<file path="src/rtl/pzbcm_ram_fifo_pkg.sv">
// Shared types and helpers for the RAM-backed FIFO controller: the pointer
// advance rule and the registered status flag bundle.
package pzbcm_ram_fifo_pkg;

  typedef struct packed {
    logic empty;
    logic almost_full;
    logic full;
  } fifo_status_t;

  localparam fifo_status_t STATUS_RESET = '{empty: 1'b1, almost_full: 1'b0, full: 1'b0};

  // Depth need not be a power of two, so wrapping is an explicit compare.
  function automatic int unsigned advance_pointer(int unsigned pointer, int unsigned depth);
    return (pointer == depth - 1) ? 0 : pointer + 1;
  endfunction

endpackage

</file>
<file path="src/rtl/pzbcm_ram_fifo_pointer.sv">
// Wrapping RAM pointer: counts 0..DEPTH-1, advancing on i_advance and
// returning to zero on synchronous clear or asynchronous reset.
module pzbcm_ram_fifo_pointer
  import pzbcm_ram_fifo_pkg::*;
#(
  parameter int DEPTH = 8,
  parameter int WIDTH = (DEPTH >= 2) ? $clog2(DEPTH) : 1
) (
  input  logic             i_clk,
  input  logic             i_rst,
  input  logic             i_clr,
  input  logic             i_advance,
  output logic [WIDTH-1:0] o_pointer
);

  logic [WIDTH-1:0] pointer_d;
  logic [WIDTH-1:0] pointer_q;

  always_comb begin
    pointer_d = pointer_q;
    if (i_clr) begin
      pointer_d = '0;
    end else if (i_advance) begin
      pointer_d = WIDTH'(advance_pointer(32'(pointer_q), DEPTH));
    end
  end

  always_ff @(posedge i_clk or posedge i_rst) begin
    if (i_rst) begin
      pointer_q <= '0;
    end else begin
      pointer_q <= pointer_d;
    end
  end

  assign o_pointer = pointer_q;

endmodule

</file>
<file path="src/rtl/pzbcm_ram_fifo_controller.sv">
// Pointer/flag controller turning a simple dual-port RAM into a synchronous FIFO.
// Optional sticky overflow/underflow detection: PZBCM_RAM_FIFO_CONTROLLER_ERROR_CHECK_EN.
module pzbcm_ram_fifo_controller
  import pzbcm_ram_fifo_pkg::*;
#(
  parameter int DEPTH         = 8,
  parameter int THRESHOLD     = DEPTH,
  parameter int ADDRESS_WIDTH = (DEPTH >= 2) ? $clog2(DEPTH) : 1,
  parameter int COUNT_WIDTH   = $clog2(DEPTH + 1)
) (
  input  logic                     i_clk,
  input  logic                     i_rst,
  input  logic                     i_clr,
  input  logic                     i_push,
  input  logic                     i_pop,
  output logic                     o_empty,
  output logic                     o_almost_full,
  output logic                     o_full,
  output logic [COUNT_WIDTH-1:0]   o_word_count,
  output logic                     o_overflow,
  output logic                     o_underflow,
  output logic                     o_mea,
  output logic                     o_wea,
  output logic [ADDRESS_WIDTH-1:0] o_adra,
  output logic                     o_meb,
  output logic [ADDRESS_WIDTH-1:0] o_adrb
);

  logic                     push_ack;
  logic                     pop_ack;
  logic [ADDRESS_WIDTH-1:0] write_pointer;
  logic [ADDRESS_WIDTH-1:0] read_pointer;
  logic [COUNT_WIDTH-1:0]   word_count_d;
  logic [COUNT_WIDTH-1:0]   word_count_q;
  fifo_status_t             status_d;
  fifo_status_t             status_q;

  // Gating on the registered flags lets a pop drain a full FIFO and a push fill an empty one.
  always_comb begin
    push_ack = i_push & ~status_q.full;
    pop_ack  = i_pop & ~status_q.empty;
  end

  pzbcm_ram_fifo_pointer #(.DEPTH(DEPTH), .WIDTH(ADDRESS_WIDTH)) u_write_pointer (
    .i_clk     (i_clk),
    .i_rst     (i_rst),
    .i_clr     (i_clr),
    .i_advance (push_ack),
    .o_pointer (write_pointer)
  );

  pzbcm_ram_fifo_pointer #(.DEPTH(DEPTH), .WIDTH(ADDRESS_WIDTH)) u_read_pointer (
    .i_clk     (i_clk),
    .i_rst     (i_rst),
    .i_clr     (i_clr),
    .i_advance (pop_ack),
    .o_pointer (read_pointer)
  );

  // Flags come from the next count so they are registered alongside it.
  always_comb begin
    word_count_d = word_count_q;
    if (i_clr) begin
      word_count_d = '0;
    end else if (push_ack && !pop_ack) begin
      word_count_d = word_count_q + COUNT_WIDTH'(1);
    end else if (pop_ack && !push_ack) begin
      word_count_d = word_count_q - COUNT_WIDTH'(1);
    end
    status_d.empty       = (word_count_d == '0);
    status_d.almost_full = (word_count_d >= COUNT_WIDTH'(THRESHOLD));
    status_d.full        = (word_count_d == COUNT_WIDTH'(DEPTH));
  end

  always_ff @(posedge i_clk or posedge i_rst) begin
    if (i_rst) begin
      word_count_q <= '0;
      status_q     <= STATUS_RESET;
    end else begin
      word_count_q <= word_count_d;
      status_q     <= status_d;
    end
  end

`ifdef PZBCM_RAM_FIFO_CONTROLLER_ERROR_CHECK_EN
  logic overflow_d;
  logic overflow_q;
  logic underflow_d;
  logic underflow_q;

  // Sticky until reset; a flush deliberately leaves them set.
  always_comb begin
    overflow_d  = overflow_q | (i_push & status_q.full);
    underflow_d = underflow_q | (i_pop & status_q.empty);
  end

  always_ff @(posedge i_clk or posedge i_rst) begin
    if (i_rst) begin
      overflow_q  <= 1'b0;
      underflow_q <= 1'b0;
    end else begin
      overflow_q  <= overflow_d;
      underflow_q <= underflow_d;
    end
  end

  assign o_overflow  = overflow_q;
  assign o_underflow = underflow_q;
`else
  assign o_overflow  = 1'b0;
  assign o_underflow = 1'b0;
`endif

  assign o_empty       = status_q.empty;
  assign o_almost_full = status_q.almost_full;
  assign o_full        = status_q.full;
  assign o_word_count  = word_count_q;
  assign o_mea         = push_ack;
  assign o_wea         = push_ack;
  assign o_adra        = write_pointer;
  assign o_meb         = pop_ack;
  assign o_adrb        = read_pointer;

endmodule

</file>
<file path="config.mk">
export PLATFORM = sky130hd
export DESIGN_NAME = pzbcm_ram_fifo_controller
export DESIGN_NICKNAME = d
export VERILOG_FILES = /design/src/rtl/pzbcm_ram_fifo_pkg.sv /design/src/rtl/pzbcm_ram_fifo_pointer.sv /design/src/rtl/pzbcm_ram_fifo_controller.sv
export SDC_FILE = /design/constraint.sdc
export NUM_CORES = 1
export LEC_CHECK = 0
export ABC_AREA = 1
export CAP_MARGIN = 20
export CORE_MARGIN = 5
export CORE_UTILIZATION = 48
export DETAILED_ROUTE_END_ITERATION = 10
export PLACE_DENSITY = 0.82
export SYNTH_ARGS = -nofsm -noshare
export SYNTH_HDL_FRONTEND = slang
export SYNTH_SLANG_ARGS = --single-unit
</file>
<file path="constraint.sdc">
create_clock -name i_clk -period 2.4 [get_ports i_clk]
set_clock_uncertainty 0.05 [all_clocks]
set_input_delay 0.48 -clock i_clk [delete_from_list [all_inputs] [get_ports i_clk]]
set_output_delay 0.48 -clock i_clk [all_outputs]
set_load 0.1 [all_outputs]
</file>
======== After elaboration in Yosys (flattened, before gate mapping) ========
Index checks and enable logic that the tools add are counted.
word-level totals
  register bits after elaboration ......... 13
  output and inout bits ................... 18
operators by class
  add/sub/neg operators ................... 4
  magnitude comparators ................... 1
  eq/ne operators ......................... 3
  mux-type cells .......................... 9
  bitwise operators ....................... 4
  reduce and logical (&&, ||, !) cells .... 7
operator list
  operator             count
  $mux 3               6
  $mux 4               3
  $add 3x1->3 const B  2
  $eq 3x3->1 const B   2
  $add 4x1->4 const B  1
  $eq 4x4->1 const B   1
  $ge 4x4->1 const B   1
  $logic_not 4->1      1
  $reduce_bool 2->1    2
  $sub 4x1->4 const B  1
  $and 1x1->1          2
  $logic_and 1x1->1    2
  $logic_not 1->1      2
  $not 1->1            2

======== Longest topological paths before layout ========
Gate-level depths: netlist of the first run.
  depth in word-level cells ............... 8
  mapped depth ............................ 9
  mapped depth without buffers ............ 9

======== Cells and area by module ========
A second synthesis of the first run with hierarchy kept.
unflattened totals
  cell total of the unflattened synthesis .. 107
  area total of the unflattened synthesis .. 808.3 um^2
modules (own cells, without submodules)
  module                     times used  cells an instance  area each (um^2)  sequential area each (um^2)
  pzbcm_ram_fifo_controller  1           67                 490.5             176.4
  pzbcm_ram_fifo_pointer     2           20                 158.9             75.1

======== Least setup slack after synthesis of the first run ========
Ideal clock, no wire load.
  path type ............................... flip-flop to output port
  from .................................... register status_q (netlist bit o_full)
  to ...................................... output o_wea
  arrival time ............................ 1.901 ns
  required time ........................... 1.870 ns
  setup slack ............................. -0.031 ns
  stages on the path, launching flop included .. 3
  path buffers ............................ 1
  path through ............................ dfrtp_1 > nor2_4 > buf_4
on the way
  word-level cells in the longest chain between the ends .. 2
ends and longest elaborated chain
  element                   RTL line                         source
  start: declaration        pzbcm_ram_fifo_controller.sv:36  fifo_status_t status_q;
  start signal: assignment  pzbcm_ram_fifo_controller.sv:81  status_q <= status_d;
  $not 1->1                 pzbcm_ram_fifo_controller.sv:40  push_ack = i_push & ~status_q.full;
  $and 1x1->1               pzbcm_ram_fifo_controller.sv:40
  end: declaration          pzbcm_ram_fifo_controller.sv:23  output logic o_wea,
Every way passes these cells.

======== Worst setup path in the final report of the first run ========
  from .................................... input i_push
  to ...................................... output o_wea
on the way
  word-level cells in the longest chain between the ends .. 1
ends and longest elaborated chain
  element             RTL line                         source
  start: declaration  pzbcm_ram_fifo_controller.sv:14  input logic i_push,
  $and 1x1->1         pzbcm_ram_fifo_controller.sv:40
Every way passes these cells.

==> reports/qor_table.md, run 1 <==
| Group | Result | This run |
|---|---|---|
| route | Antenna viol nets, final | 0 |
| route | Wire length on met2 | 760 µm |
| floorplan | Horizontal extent of the die | 49.15 µm |
| final layout | Post-Layout Cell Count | 129 |
| critical path | Worst path max stage delay | 480 ps |
| hold path | Worst Hold Launch | u_read_pointer.o_pointer[2]$_DFFE_PP0P_ |
| logic synthesis | Leading cell types by count after synthesis | nand2_1, inv_1, nand3_1 |
| logic synthesis | Primary flip-flop cell chosen by synthesis mapping | dfrtp_1 |
| logic synthesis | Post-synthesis instance total | 91 |
| route | Detailed Route WL | 1549 µm |
| logic synthesis | Post-synthesis register bit count | 13 |
| placed design | Placer Congestion | 0.6953 |
| cts | Root Driver | clkbuf_4 |
| route | Metal1 wirelength | 638 µm |
| sta | Count of final setup violators | 0 |
| route | Vias per cell | 4.953 |
| floorplan | Total Die Area | 0.002416 mm² |
| critical path | Data required time of the worst path | 1870 ps |
| logic synthesis | Share of Yosys cell area claimed by the top area cell type | 40.82% |
| final layout | Area of combinational cells with multiple inputs | 326.6 µm² |
| cts | Longest Clk Path Bufs | 2 |
| logic synthesis | Cells taking the most area after synthesis | dfrtp_1, nand3_1, nand2_1 |
| power | Combinational group share of total power | 60.2% |
| sta | Setup repair after global routing missed its margin | false |
| final layout | Final net count | 124 |
| final layout | Area occupied by registers | 327.8 µm² |
| sta | Period minus WS final | 2029 ps |
| floorplan | Initial core utilization | 50.00% |
| cts | # resized after CTS | 0 |
| power | Share of total power consumed by net switching | 56.84% |
| power | Cell-internal power | 487.7 µW |
| critical path | Setup crit start | i_push |
| critical path | Buffer and inverter count on the worst path | 3 |
| route | Number of design rule violations left after detail routing | 0 |
| critical path | Cell family with most CP delay | buffers and inverters |
| logic synthesis | Leading cell type by number of instances after synthesis | nand2_1 |
| logic synthesis | Warning count from the yosys run | 0 |
| cts | Clk_lat worst skew | 270 ps |
| critical path | Slowest stage cell on the critical path | clkdlybuf4s50_1 |
| global routing | Vias in the first global route | 644 |
| power | Design Power | 1.130 mW |
| cts | Clock transition at the registers of the reported paths | 80 ps |
| sta | Worst-Margin Slew | 503.1 ps |
| route | Total via count after detailed routing | 639 |
| cts | Number of H-tree levels | 1 |
| route | Average wire per cell in the routed design | 12.01 µm |
| power | Static leakage power | 0.5557 nW |
| cts | # hold bufs at CTS | 0 |
| placed design | Placed instance area | 935.9 µm² |
| global routing | Remaining Overflow, GRT | 0 |
| final layout | Fraction of layout instances using a drive strength above 1 | 23.89% |
| sta | Upper clock frequency limit | 0.4928 GHz |
| hold path | Worst hold path type | reg -> reg |
| sta | Total negative setup slack | 0 ps |
| route | Met3 WL post-DR | 126 µm |
| critical path | Worst-case register-to-register setup slack | 920 ps |
| critical path | Launch instance of the worst register-to-register path | o_full$_DFF_PP0_ |
| sta | Final max-slew violation count | 0 |
| critical path | Cell Chain, Critical Path | clkdlybuf4s50_1 -> inv_1 -> nor2_4 -> buf_12 |
| critical path | Kind of end point of the critical path | primary output |
| sta | Max-slew headroom at the worst pin | 66.42% |
| power | Net switching power | 642.3 µW |
| critical path | Classification of the worst setup path | in -> out |
| critical path | Highest net fanout along the worst path | 9 |
| sta | Setup WS post-layout | 370.8 ps |
| cts | Clock tree from TritonCTS | yes |
| logic synthesis | Cell area after synthesis | 735.7 µm² |
| logic synthesis | Post-synth top area cell | dfrtp_1 |
| power | Worst VDD drop | 0.7972 mV |
| floorplan | Number of placed I/O pins | 23 |
| run | Number of max-capacitance violations reported | 0 |
| final layout | Final Instance Area | 962.2 µm² |
| placed design | Number of placed cells counting well taps | 125 |
| global routing | Wire length of the first global-routing pass | 2829 µm |
| final layout | Synthesis-to-layout area growth | 30.78% |
| final layout | Utilization after layout | 65.39% |
| cts | Num Clock Sinks | 13 |
| power | Total power density per cell area | 1174 mW/mm² |
| global routing | Initial antenna violation count | 0 |
| floorplan | Placeable core region | 0.001471 mm² |
| floorplan | Cell Rows | 14 |
| logic synthesis | Seq/Total Area, Yosys | 44.39% |
| power | Clock network fraction of design power | 12.2% |
| route | Iteration-0 DRC Markers | 15 |
| final layout | Layout fillers | 127 |
| status | Status | complete, no violations |
| sta | Min Hold Slack | 435.2 ps |
| logic synthesis | EDFF count, synth | 0 |
| power | Portion of total power attributed to sequential cells | 27.6% |
| cts | Number of setup buffers added after CTS | 0 |
| route | First-pass iteration count of the detailed router | 4 |
| sta | Part of the cycle the worst path needs | 84.55% |
| critical path | CP arrival | 1500 ps |
| sta | Number of hold violations in the final report | 0 |
| global routing | Largest net degree at the start of global routing | 14 |
| floorplan | Die Span Y | 49.15 µm |
| global routing | Global-route usage over all layers | 14.46% |
| placed design | Count of port buffers added during placement | 20 |
| placed design | Setup slack at placement | 326.6 ps |
| logic synthesis | Proportion of register bits with asynchronous set or reset after synthesis | 100.0% |
| placed design | Half-perimeter wire length of the detailed placement result | 1219 µm |
| final layout | Antenna cell count | 0 |
| logic synthesis | Mean cell area of the mapped netlist | 8.085 µm² |
| cts | TritonCTS Buffers | 3 |
| route | Top layer used by detailed routing | met4 |
| critical path | Startpoint Class | input port |
| logic synthesis | Count of unique library cells instantiated by Yosys | 19 |
[metal layers]
layer | vias to the layer above | track usage (%)
met5 | - | 0
met4 | 0 | 5.381
met3 | 6 | 3.670
met2 | 22 | 22.96
met1 | 290 | 18.63
li1 | 321 | -
[worst reg2reg max path, stage by stage (launching register included)]
cell,delay (ps)
dfrtp_2,450
nor2_4,250
nand2_1,170
nand2_1,90
nand2_1,50
nand3_1,90
nand3_1,130
nor2_1,130
[power groups by stage]
| stage | Sequential [mW] | Combinational, mW | Clock [mW] |
|---|---|---|---|
| after floorplan | 0.605 | 0.242 | 0 |
| after global placement | 0.314 | 0.674 | 0 |
| after detailed placement | 0.316 | 0.683 | 0 |
| after CTS | 0.312 | 0.685 | 0.138 |
| after global routing | 0.321 | 0.722 | 0.149 |
| final | 0.312 | 0.680 | 0.138 |
[placed cells by master (no fill, tap or decap), types with 2 or more instances in the layout]
cell	netlist	final
buf_4	3	13
a21oi_1	3	3
nor2_4	2	2
nand2_1	19	19
dfrtp_1	12	11
nor2_1	7	7
clkbuf_4	0	3
clkdlybuf4s50_1	0	4
inv_1	15	15
nand3_1	15	15
buf_12	0	3
ha_1	5	5
conb_1	1	2
[registers in the layout, summed over array words and instances (netlist names)]
register / count
o_full: 1
u_read_pointer.o_pointer: 3
o_empty: 1
o_word_count: 4
o_almost_full: 1
u_write_pointer.o_pointer: 3
[cells by family (layout without fill, tap and decap cells)]
logic type	count (synthesis)	after routing	synth area share, %
other cells	1	2	0.5097
fa+ha+maj	5	5	8.503
simple gates	47	47	30.95
buf+inv	20	41	11.73
xor+xnor	1	1	1.191
compound gates	4	4	2.720
flops	13	13	44.39
[area by class of cell]
cell class                      count  area share (%)
Tap cell                           16           2.081
Inverter                           17           6.632
Multi-Input combinational cell     59           33.94
Sequential cell                    13           34.07
Timing Repair Buffer               20           20.55
Clock buffer                        4           2.731
[final timing paths]
| check | cells past startpoint | end |
|---|---|---|
| min reg2reg | 1 | u_read_pointer.o_pointer[2]$_DFFE_PP0P_ |
| min | 1 | u_read_pointer.o_pointer[2]$_DFFE_PP0P_ |
| min in group asynchronous | 2 | u_read_pointer.o_pointer[2]$_DFFE_PP0P_ |
| max | 4 | o_wea |
| max in group asynchronous | 2 | o_full$_DFF_PP0_ |
| max reg2reg | 7 | o_full$_DFF_PP0_ |
No activity file was read; power rests on OpenSTA's default activity.
==> run 2: changes to the inputs <==
CORE_UTILIZATION = 40   (was 48)
PLACE_DENSITY = 0.73   (was 0.82)
clock period = 1.75 ns   (was 2.4 ns; I/O delays follow)
==> reports/qor_table.md, run 2 (synthesis gave the netlist of run 1 again) <==
| Group | Result | This run | Change |
|---|---|---|---|
| cts | Num Clock Sinks | 13 | unchanged |
| placed design | Number of placed cells counting well taps | 142 | +14% |
| final layout | Antenna cell count | 0 | unchanged |
| cts | Root Driver | clkbuf_4 |  |
| global routing | GRT Max-Usage Layer | met2 |  |
| run | Number of max-capacitance violations reported | 0 | unchanged |
| power | Portion of total power attributed to sequential cells | 25.6% | -2.0 points |
| route | Total via count after detailed routing | 723 | +13% |
| floorplan | Placeable core region | 0.001745 mm² | +19% |
| cts | Longest Clk Path Bufs | 2 | unchanged |
| route | Antenna viol nets, final | 0 | unchanged |
| final layout | Synthesis-to-layout area growth | 69.73% |  |
| final layout | Leading cell type in the layout, fill and taps excluded | nand2_1 |  |
| cts | Clock transition at the registers of the reported paths | 80 ps | about the same |
| sta | Count of final setup violators | 0 | unchanged |
| route | Vias per cell | 4.885 | -1.4% |
| route | Detailed Route WL | 2016 µm | +30% |
| global routing | GRT met1 Usage | 19.61% | +0.98 points |
| global routing | Global-route usage over all layers | 16.48% | +2.0 points |
| power | Clock network fraction of design power | 10.7% | -1.5 points |
| route | First-pass iteration count of the detailed router | 5 | +1 |
| final layout | Post-Layout Cell Count | 148 | +15% |
| power | Share of total power consumed by net switching | 52.63% | -4.2 points |
| critical path | Highest net fanout along the worst path | 2 | -7 |
| placed design | Placer Congestion | 0.7510 | +8.0% |
| sta | Setup repair after global routing missed its margin | false |  |
| floorplan | Horizontal extent of the die | 52.89 µm | +7.6% |
| floorplan | Number of placed I/O pins | 23 | unchanged |
| floorplan | Cell Rows | 15 | +1 |
| critical path | Classification of the worst setup path | in -> out |  |
| final layout | Fraction of layout instances using a drive strength above 1 | 35.77% | +12 points |
| critical path | Startpoint Class | input port |  |
| route | Iteration-0 DRC Markers | 31 | +16 |
| cts | Clk_lat worst skew | 280 ps | about the same |
| floorplan | Initial core utilization | 42.15% | -7.8 points |
| final layout | Largest register FFs | 4 | unchanged |
| hold path | Worst hold path type | in -> async |  |
| critical path | Setup crit start | i_pop |  |
| global routing | Wire length of the first global-routing pass | 3298 µm | +17% |
| route | Number of design rule violations left after detail routing | 0 | unchanged |
| final layout | Final net count | 134 | +8.1% |
| global routing | Initial antenna violation count | 0 | unchanged |
| sta | Final max-slew violation count | 0 | unchanged |
| floorplan | Die Span Y | 52.89 µm | +7.6% |
| final layout | Most frequent cells in the layout | nand2_1, buf_12, inv_1 |  |
| critical path | Launch instance of the worst register-to-register path | o_full$_DFF_PP0_ |  |
| cts | Clock tree from TritonCTS | yes |  |
| critical path | CP arrival | 1300 ps | -200 ps |
| power | Worst VDD drop | 0.9783 mV | +23% |
| power | Static leakage power | 0.6546 nW | +18% |
| global routing | Largest net degree at the start of global routing | 14 | unchanged |
| sta | Total negative setup slack | 0 ps | unchanged |
| power | Combinational group share of total power | 63.7% | +3.5 points |
| status | Status | complete, no violations |  |
| route | Average wire per cell in the routed design | 13.62 µm | +13% |
| global routing | Vias in the first global route | 738 | +15% |
| sta | Part of the cycle the worst path needs | 96.97% |  |
| critical path | Data required time of the worst path | 1350 ps | -520 ps |
| placed design | Half-perimeter wire length of the detailed placement result | 1552 µm | +27% |
| critical path | Kind of end point of the critical path | primary output |  |
| global routing | GR met2 Demand/Resource | 26.24% | +3.3 points |
| sta | Period minus WS final | 1697 ps |  |
| power | Cell-internal power | 866.8 µW | +78% |
| global routing | Remaining Overflow, GRT | 0 | unchanged |
| sta | Number of hold violations in the final report | 0 | unchanged |
| power | Total power density per cell area | 1466 mW/mm² | +25% |
| placed design | Count of port buffers added during placement | 20 | unchanged |
| power | Net switching power | 963.3 µW | +50% |
| final layout | Layout fillers | 114 | -10% |
| sta | Upper clock frequency limit | 0.5893 GHz |  |
| sta | Max-slew headroom at the worst pin | 65.62% | -0.80 points |
| cts | TritonCTS Buffers | 3 | unchanged |
| cts | Number of H-tree levels | 1 | unchanged |
| global routing | Routing usage on met3 | 4.507% | +0.84 points |
| floorplan | Total Die Area | 0.002797 mm² | +16% |
| sta | Worst-Margin Slew | 515.1 ps | +11.96 ps |
-- run 2: cell count changes in the layout (fill, tap and decap cells not counted) --
| cell | change |
|---|---|
| buf_12 | +14 |
| buf_4 | -4 |
| nand3_1 | -3 |
| nand3_2 | +3 |
| dfrtp_1 | -2 |
| clkdlybuf4s50_1 | -1 |
| dfrtp_2 | +1 |
| dfrtp_4 | +1 |
| dlymetal6s2s_1 | +1 |
| inv_1 | -1 |
| inv_2 | +1 |
| nand2_1 | -1 |
| nand2_2 | +1 |
-- run 2: repair_timing --
action	CTS	global route
pin swaps	0	1
gates resized for setup	0	1
gates cloned	0	0
buffers inserted	1	1
hold buffers	0	0
endpoints found under the setup margin	2	3
-- run 2: metrics by stage --
step           util [%]  hold slack (ps)  total power, mW  worst slack, ps  cell area (µm²)
6_report          71.54            346.7            1.830            53.01             1249
4_1_cts           70.97            364.7            1.822            12.44             1239
3_3_place_gp      69.03            473.2            1.591            1.410             1205
3_5_place_dp      69.03            469.9            1.625           -64.08             1205
5_1_grt           71.54            382.2            1.904            5.116             1249
2_1_floorplan         -            176.1            1.184           -177.1            775.7
-- run 2: worst max-delay path, stage by stage --
cell and delay, ps:
clkdlybuf4s50_1 550, inv_2 70, nor2_4 140, buf_12 180
-- run 2: worst paths after layout --
path                                                           end  slack, ps  cells after the start
max reg2reg                                       o_full$_DFF_PP0_        230                      9
max                                                          o_meb         50                      4
max in group asynchronous                         o_full$_DFF_PP0_        910                      2
min reg2reg                u_read_pointer.o_pointer[2]$_DFFE_PP0P_        500                      1
min in group i_clk         u_read_pointer.o_pointer[2]$_DFFE_PP0P_        500                      1
min                        u_read_pointer.o_pointer[2]$_DFFE_PP0P_        350                      2
-- run 2: area by class of cell --
type	count	area, µm²	area share [%]
multi-input combinational	59	344.1	27.56
timing repair buffer	30	450.4	36.07
inverter	17	63.81	5.110
tap	25	31.28	2.505
clock buffer	4	26.28	2.104
sequential	13	332.8	26.65
-- run 2: power groups by stage --
| stage | registers [mW] | clock network [mW] | logic, mW |
|---|---|---|---|
| floorplan | 0.834 | 0 | 0.350 |
| global placement | 0.469 | 0 | 1.12 |
| detailed placement | 0.473 | 0 | 1.15 |
| CTS | 0.469 | 0.196 | 1.16 |
| global route | 0.478 | 0.212 | 1.21 |
| finish | 0.468 | 0.196 | 1.17 |
-- run 2: routing by layer --
metal,part of all wire (%),up-vias,wire length [µm]
met2,49,42,990
met1,40,332,816
li1,-,342,-
met4,2.8,0,57
met3,7.5,7,152
met5,0,-,0
==> run 3: changes to the inputs <==
GPL_ROUTABILITY_DRIVEN = 0   (was unset)
==> results of run 3 <==
No change in the layout: final DEF, timing and power equal those of run 2.
